--- config.mk ---
export PLATFORM = sky130hd
export DESIGN_NAME = uart_frame_parser
export DESIGN_NICKNAME = d
export VERILOG_FILES = /design/src/rtl/uart_frame_parser.sv
export SDC_FILE = /design/constraint.sdc
export NUM_CORES = 1
export LEC_CHECK = 0
export BUFFER_PORTS_ARGS = -buffer_cell sky130_fd_sc_hd__buf_2
export CAP_MARGIN = 10
export CORE_ASPECT_RATIO = 1.4
export CORE_MARGIN = 2
export CORE_UTILIZATION = 55
export CTS_BUF_LIST = sky130_fd_sc_hd__clkbuf_8
export DETAILED_ROUTE_END_ITERATION = 8
export PLACE_DENSITY = 0.73
export SLEW_MARGIN = 20
export SYNTH_ARGS = -nofsm -noshare
export SYNTH_HDL_FRONTEND = slang
export SYNTH_SLANG_ARGS = --single-unit
export TNS_END_PERCENT = 100
--- constraint.sdc ---
create_clock -name clk -period 3.25 [get_ports clk]
set_input_delay 0.325 -clock clk [delete_from_list [all_inputs] [get_ports clk]]
set_output_delay 0.325 -clock clk [all_outputs]
set_load 0.005 [all_outputs]
--- src/rtl/uart_frame_parser.sv ---
// Framed-packet parser behind the UART receiver: HEADER, LEN, payload, checksum.
// Verified payloads are replayed on a valid/ready/last stream; optional FRAME_TIMEOUT_EN adds an inter-byte timeout.
//
// state     | meaning
// S_HDR     | hunting for the header byte, accumulator cleared
// S_LEN     | waiting for the length byte
// S_PAYLOAD | buffering payload bytes
// S_CSUM    | waiting for the checksum byte
// S_OUT     | draining the verified payload downstream
module uart_frame_parser #(
    parameter int          MAX_LEN        = 16,
    parameter logic [7:0]  HEADER         = 8'h55,
    parameter int          TIMEOUT_CYCLES = 50000
) (
    input  logic       clk,
    input  logic       rst_n,
    input  logic [7:0] in_data,
    input  logic       in_valid,
    output logic       in_ready,
    output logic [7:0] out_data,
    output logic       out_valid,
    input  logic       out_ready,
    output logic       out_last,
    output logic       frame_ok,
    output logic       frame_err,
    output logic [1:0] err_code
);

    localparam int         AW        = (MAX_LEN > 1) ? $clog2(MAX_LEN) : 1;
    localparam logic [7:0] MAX_LEN_B = 8'(MAX_LEN);

    typedef enum logic [2:0] {S_HDR, S_LEN, S_PAYLOAD, S_CSUM, S_OUT} state_t;

    state_t     state;
    logic [7:0] len;
    logic [7:0] len_m1;
    logic [7:0] wr_ptr;
    logic [7:0] rd_ptr;
    logic [7:0] sum;
    logic       accept;
    logic [7:0] mem [2**AW];

`ifdef FRAME_TIMEOUT_EN
    localparam logic [31:0] TMO_LAST = 32'(TIMEOUT_CYCLES - 1);
    logic [31:0] tmo_cnt;
`endif

    assign len_m1    = len - 8'd1;
    assign in_ready  = (state != S_OUT);
    assign accept    = in_valid && in_ready;
    assign out_valid = (state == S_OUT);
    assign out_data  = mem[rd_ptr[AW-1:0]];
    assign out_last  = out_valid && (rd_ptr == len_m1);

    // Payload storage carries no reset; only bytes of the current frame are ever read.
    always_ff @(posedge clk) begin
        if (state == S_PAYLOAD && accept)
            mem[wr_ptr[AW-1:0]] <= in_data;
    end

    always_ff @(posedge clk or negedge rst_n) begin
        if (!rst_n) begin
            state     <= S_HDR;
            len       <= 8'd0;
            wr_ptr    <= 8'd0;
            rd_ptr    <= 8'd0;
            sum       <= 8'd0;
            frame_ok  <= 1'b0;
            frame_err <= 1'b0;
            err_code  <= 2'b00;
`ifdef FRAME_TIMEOUT_EN
            tmo_cnt   <= 32'd0;
`endif
        end else begin
            frame_ok  <= 1'b0;
            frame_err <= 1'b0;
            case (state)
                S_HDR: begin
                    sum <= 8'd0;
                    if (accept && in_data == HEADER)
                        state <= S_LEN;
                end
                S_LEN: begin
                    if (accept) begin
                        len <= in_data;
                        sum <= in_data;
                        if (in_data == 8'd0 || in_data > MAX_LEN_B) begin
                            frame_err <= 1'b1;
                            err_code  <= 2'b01;
                            state     <= S_HDR;
                        end else begin
                            wr_ptr <= 8'd0;
                            state  <= S_PAYLOAD;
                        end
                    end
                end
                S_PAYLOAD: begin
                    if (accept) begin
                        wr_ptr <= wr_ptr + 8'd1;
                        sum    <= sum + in_data;
                        if (wr_ptr == len_m1)
                            state <= S_CSUM;
                    end
                end
                S_CSUM: begin
                    if (accept) begin
                        if (in_data == sum) begin
                            frame_ok <= 1'b1;
                            rd_ptr   <= 8'd0;
                            state    <= S_OUT;
                        end else begin
                            frame_err <= 1'b1;
                            err_code  <= 2'b10;
                            state     <= S_HDR;
                        end
                    end
                end
                S_OUT: begin
                    if (out_ready) begin
                        if (rd_ptr == len_m1)
                            state <= S_HDR;
                        else
                            rd_ptr <= rd_ptr + 8'd1;
                    end
                end
                default: state <= S_HDR;
            endcase
`ifdef FRAME_TIMEOUT_EN
            // Only reachable with no byte accepted, so it never collides with the LEN/CSUM error paths.
            if (state == S_LEN || state == S_PAYLOAD || state == S_CSUM) begin
                if (accept) begin
                    tmo_cnt <= 32'd0;
                end else if (tmo_cnt == TMO_LAST) begin
                    tmo_cnt   <= 32'd0;
                    frame_err <= 1'b1;
                    err_code  <= 2'b11;
                    state     <= S_HDR;
                end else begin
                    tmo_cnt <= tmo_cnt + 32'd1;
                end
            end else begin
                tmo_cnt <= 32'd0;
            end
`endif
        end
    end

endmodule
# Yosys cells after proc, flatten, opt, wreduce, memory -nomap -nowiden
# Memories as Yosys holds them, arrays and structs flattened.
# Index checks and enable logic that the tools add are counted.
[classes]
reduce_logical = 17
n_mux = 37
n_lt_le_gt_ge = 1
addsub = 4
eq_ne = 21
[ops]
columns = ["operator", "n"]
rows = [
  ["$mux 8", 9],
  ["$pmux 8 s2", 2],
  ["$eq 8x8->1", 3],
  ["$mux 3", 8],
  ["$pmux 8 s3", 1],
  ["$ne 2x2->1 const B", 9],
  ["$add 8x1->8 const B", 2],
  ["$pmux 3 s5", 1],
  ["$mux 2", 5],
  ["$reduce_and 5->1", 2],
  ["$mux 1", 9],
  ["$add 8x8->8", 1],
  ["$eq 8x7->1 const B", 1],
  ["$gt 8x5->1 const B", 1],
  ["$logic_not 8->1", 1],
  ["$sub 8x1->8 const B", 1],
  ["$reduce_and 7->1", 1],
  ["$eq 3x2->1 const B", 2],
  ["$ne 2x1->1 const B", 3],
  ["$reduce_bool 2->1", 3],
  ["$logic_and 1x1->1", 4],
  ["$pmux 2 s2", 1],
  ["$reduce_and 4->1", 1],
  ["$eq 3x1->1 const B", 1],
  ["8 further kinds", 8],
]
[word_totals]
out_inout_bits = 15
mem_bits_rw = 128
word_cells = 89
inputBits = 12
ff_bits = 39
mem_count = 1
[mem_list]
columns = ["name", "depth", "width", "rd", "rd_ports_with_merged_regs", "write_ports", "line", "rtl"]
rows = [
  ["mem", 16, 8, 1, 0, 1, "41", "logic [7:0] mem [2**AW];"],
]

# Logic depth before layout (Yosys ltp)
[logic_depth]
ltp_word = 5
ltp_mapped = 9
mapped_depth_nobuf = 9

# Worst setup path after synthesis
# Ideal clock, no wire load.
[synth_path]
path_kind = "reg2reg"
startpoint = "register sum[2]"
endpoint = "register rd_ptr[4]"
t_arrival_ns = 2.588
period_less_slack_ns = 2.665
t_required_ns = 3.172
path_stages_with_launch = 8
n_path_buf = 0
slack_ns = 0.585
setup_ns = 0.078
path_cell_list = "dfrtp_1 -> ha_1 -> or4_1 -> or4_1 -> a21oi_2 -> nand4_1 -> or3_1 -> a21oi_1"
[synth_via]
elab_chain_len = 3
[synth_rtl]
columns = ["item", "line", "rtl"]
rows = [
  ["start: declaration", "39", "logic [7:0] sum;"],
  ["start signal: assignment", "86", "sum <= in_data;"],
  ["start signal: assignment", "100", "sum <= sum + in_data;"],
  ["$eq 8x8->1", "107", "if (in_data == sum) begin"],
  ["$ne 2x2->1 (no line)", "n/a", ""],
  ["$reduce_and 5->1 (no line)", "n/a", ""],
  ["end signal: assignment", "123", "rd_ptr <= rd_ptr + 8'd1;"],
  ["end: declaration", "38", "logic [7:0] rd_ptr;"],
]
# Every way passes these cells.
# A chain may end at the register's enable or synchronous reset.

# Worst setup path in the final report
[layout_path]
startpoint = "register len[0]"
endpoint = "output port out_last"
[layout_via]
elab_chain_len = 3
[layout_rtl]
columns = ["item", "line", "rtl"]
rows = [
  ["start: declaration", "35", "logic [7:0] len;"],
  ["start signal: assignment", "85", "len <= in_data;"],
  ["$sub 8x1->8", "48", "assign len_m1 = len - 8'd1;"],
  ["$eq 8x8->1", "53", "assign out_last = out_valid && (rd_ptr == len_m1);"],
  ["$logic_and 1x1->1", "53", ""],
  ["end: declaration", "23", "output logic out_last,"],
]
# Every way passes these cells.

==> results.json <==
{
  "synth.top_cell.area_share_pct": 49.8,
  "synth.area.top_cells": "edfxtp_1 (50%), dfrtp_1 (13%), mux4_2 (12%)",
  "cap_violations": 0,
  "grt_max_degree": 40,
  "synth_top_family_by_area": "multiplexers",
  "antenna_found_initial": 0,
  "slowest_stage": "or4_1",
  "max_freq_ghz": 0.332,
  "avgSynthCellArea_um2": 14.9,
  "met3_usage_pct": 4.15,
  "cp.arrival_ps": 2680,
  "post_synth_and_or_nand_nor_area_fraction_pct": 10.1,
  "place_inst": 720,
  "rows": 51,
  "async_reset_ff_share_pct": 23.4,
  "drive_gt1_share_pct": 23.3,
  "setup_viol": 0,
  "drv_slew": 0,
  "clk_pin_slew_ps": 90,
  "fin_cells": 752,
  "synthTopCellsByCount": "edfxtp_1 (128), mux4_2 (40), dfrtp_1 (39)",
  "r2r-start": "sum[2]",
  "power_density_nw_per_um2": 694,
  "syn_inst": 519,
  "vias": 4653,
  "synth-compound-area-share_pct": 6.78,
  "use_met1_pct": 28.1,
  "setup.worst_path.start": "len[0]",
  "grt_remaining_overflow": 0,
  "grtUsageMet2_pct": 45.2,
  "tightestPinTransition_ps": 929,
  "path_cells": "or4_1 -> or4b_4 -> a211oi_2 -> nand4_1 -> nor2_1 -> buf_2",
  "finish.net_count": 580,
  "drtIter0Drc": 451,
  "fin_crit_ps": 3010,
  "synthAdderAreaFrac_pct": 2.37,
  "ys_seq_elements": 167,
  "clock-root-buffer": "clkbuf_8",
  "ir_drop_uv": 390,
  "worstPathRequired_ps": 2920,
  "synth-xor-area-share_pct": 3.08,
  "worstPathMaxFanout": 6,
  "worstSkewPairLatency_ps": 450,
  "synth_nets": 545,
  "numCtsBuffers": 17,
  "dp_hpwl_um": 11800,
  "grt_first_pass_wirelength_um": 26600,
  "port_buffers": 26,
  "clockBufferDepth": 2,
  "hold_path.class": "in -> async",
  "cp_slowest_stage_delay_ps": 650,
  "hold_violations": 0,
  "area_growth_pct": 10.7,
  "hold_buffers": 0,
  "rsz0062_at_grt": "no",
  "synth_area_leader_cell": "edfxtp_1",
  "end_kind": "output port",
  "postCtsSetupBuffers": 0,
  "gp_congestion": 0.859,
  "finish.instance_area_um2": 8540,
  "grt-busiest-layer": "met2",
  "fin_skew_ps": 11.5,
  "io_pins": 27,
  "dpl_cell_area_um2": 8110,
  "cts-htree-levels": 4,
  "fillers": 1050,
  "n_antenna_cell": 0,
  "yosys_warnings": 0,
  "ant_nets": 0,
  "slew_headroom_pct": 38.1,
  "cts_tree": "yes",
  "die_x_um": 104,
  "avgViaCountPerCell": 6.19,
  "grt_pass1_vias": 4773,
  "synth_area_um2": 7710,
  "ctsResizeCount": 0,
  "totalNegativeSetupSlack_ps": 0,
  "ys_types": 58,
  "routed_wirelength_um": 17200,
  "avgRoutedWirePerCell_um": 22.9,
  "drc_errors": 0,
  "drtPass1Iterations": 5,
  "power.leakage_nw": 3.08,
  "initial_core_util_pct": 56.0,
  "synthMuxAreaShare_pct": 13.3,
  "die_h_um": 144,
  "clkSinkCount": 167,
  "outcome": "completed",
  "yosysMostFrequentCell": "edfxtp_1",
  "fin_crit_sh_pct": 92.5,
  "ys.flop_type": "edfxtp_1",
  "crit_type": "reg -> out",
  "synth-edff-count": 128,
  "core_um2": 13800,
  "die_area_um2": 15000,
  "yosysSeqAreaShare_pct": 62.5,
  "startpoint_type": "flip-flop",
  "track_usage_pct": 24.1
}
cells by family after synthesis:
group / count (synthesis)
adder cells (fa/ha/maj): 14
AO/OA/AOI/OAI: 81
XOR/XNOR: 24
AND/OR/NAND/NOR: 143
flip-flops: 167
multiplexers: 52
buffers and inverters: 38
where the power goes:
part           switching, mW  internal [mW]
Clock                  0.779          0.780
Combinational          0.833          0.676
Sequential             0.265           2.59
cells in the final DEF, fill, tap and decap left out, types with 3 or more instances in the layout:
cell type | netlist | final
nand3b_1 | 3 | 3
ha_1 | 13 | 13
nor3_1 | 10 | 10
nand3_1 | 9 | 9
o21ai_0 | 23 | 23
a21oi_1 | 24 | 24
inv_1 | 11 | 11
edfxtp_1 | 128 | 128
inv_6 | 0 | 4
dfrtp_1 | 39 | 38
nor2_1 | 32 | 32
buf_4 | 0 | 16
a31oi_1 | 3 | 3
or4_1 | 3 | 3
o21a_1 | 4 | 4
clkbuf_8 | 0 | 17
xnor2_1 | 11 | 11
nand2b_1 | 6 | 6
nor3b_1 | 3 | 3
mux2i_1 | 5 | 5
and3_1 | 9 | 9
clkinv_4 | 0 | 3
nand2_1 | 23 | 23
nand4_1 | 8 | 8
xor2_1 | 11 | 11
and2_1 | 14 | 14
or3_1 | 8 | 8
bufinv_16 | 0 | 3
a21o_1 | 3 | 3
nor4_1 | 3 | 3
a22oi_1 | 5 | 5
mux2_2 | 6 | 6
mux4_2 | 40 | 40
buf_2 | 3 | 26
per-layer routing:
layer,part of all wire (%),wire (um),up-vias
met5,0,0,-
met3,4.0,691,23
met2,56,9560,150
met4,2.3,396,0
li1,-,-,2092
met1,38,6560,2388
critical path: cells and delay by family (launching register included):
kind                   cells  cell delay [ps]
AND/OR/NAND/NOR            4             1480
flip-flops                 1              460
AO/OA/AOI/OAI              1              180
buffers and inverters      1              120
per-stage QoR:
step	power, mW	setup WS, ps	utilization [%]	hold WS (ps)
global route	6.24	61.1	61.9	86.2
CTS	5.94	217	61.9	25.9
detailed placement	4.39	279	58.9	503
global placement	4.32	306	58.9	499
floorplan	3.96	585	-	29.4
finish	5.93	242	61.9	8.96
cell type report:
cell class / count / area, um^2 / share of cell area, %
clock buffer: 17 / 234 / 2.74
inverter: 11 / 41.3 / 0.484
sequential: 167 / 4820 / 56.5
clock inverter: 15 / 191 / 2.24
multi-input combinational: 314 / 2750 / 32.2
timing repair buffer: 43 / 270 / 3.17
tap: 185 / 231 / 2.71
path summary, 6_finish.rpt:
| kind | depth (start not counted) | slack [ps] | to |
|---|---|---|---|
| setup reg to reg | 7 | 380 | rd_ptr[6] |
| hold / removal | 1 | 9 | rd_ptr[1] |
| setup / recovery | 6 | 240 | out_last |
| max in group asynchronous | 1 | 2620 | rd_ptr[0] |
| hold reg to reg | 1 | 520 | wr_ptr[7] |
| min in group clk | 3 | 340 | frame_ok |
sequential cells by signal (all words and copies together) (netlist names), 2 cells and up:
name,count
mem,128
err_code,2
sum,8
wr_ptr,8
state,3
rd_ptr,8
len,8
No activity file was read; power rests on OpenSTA's default activity.
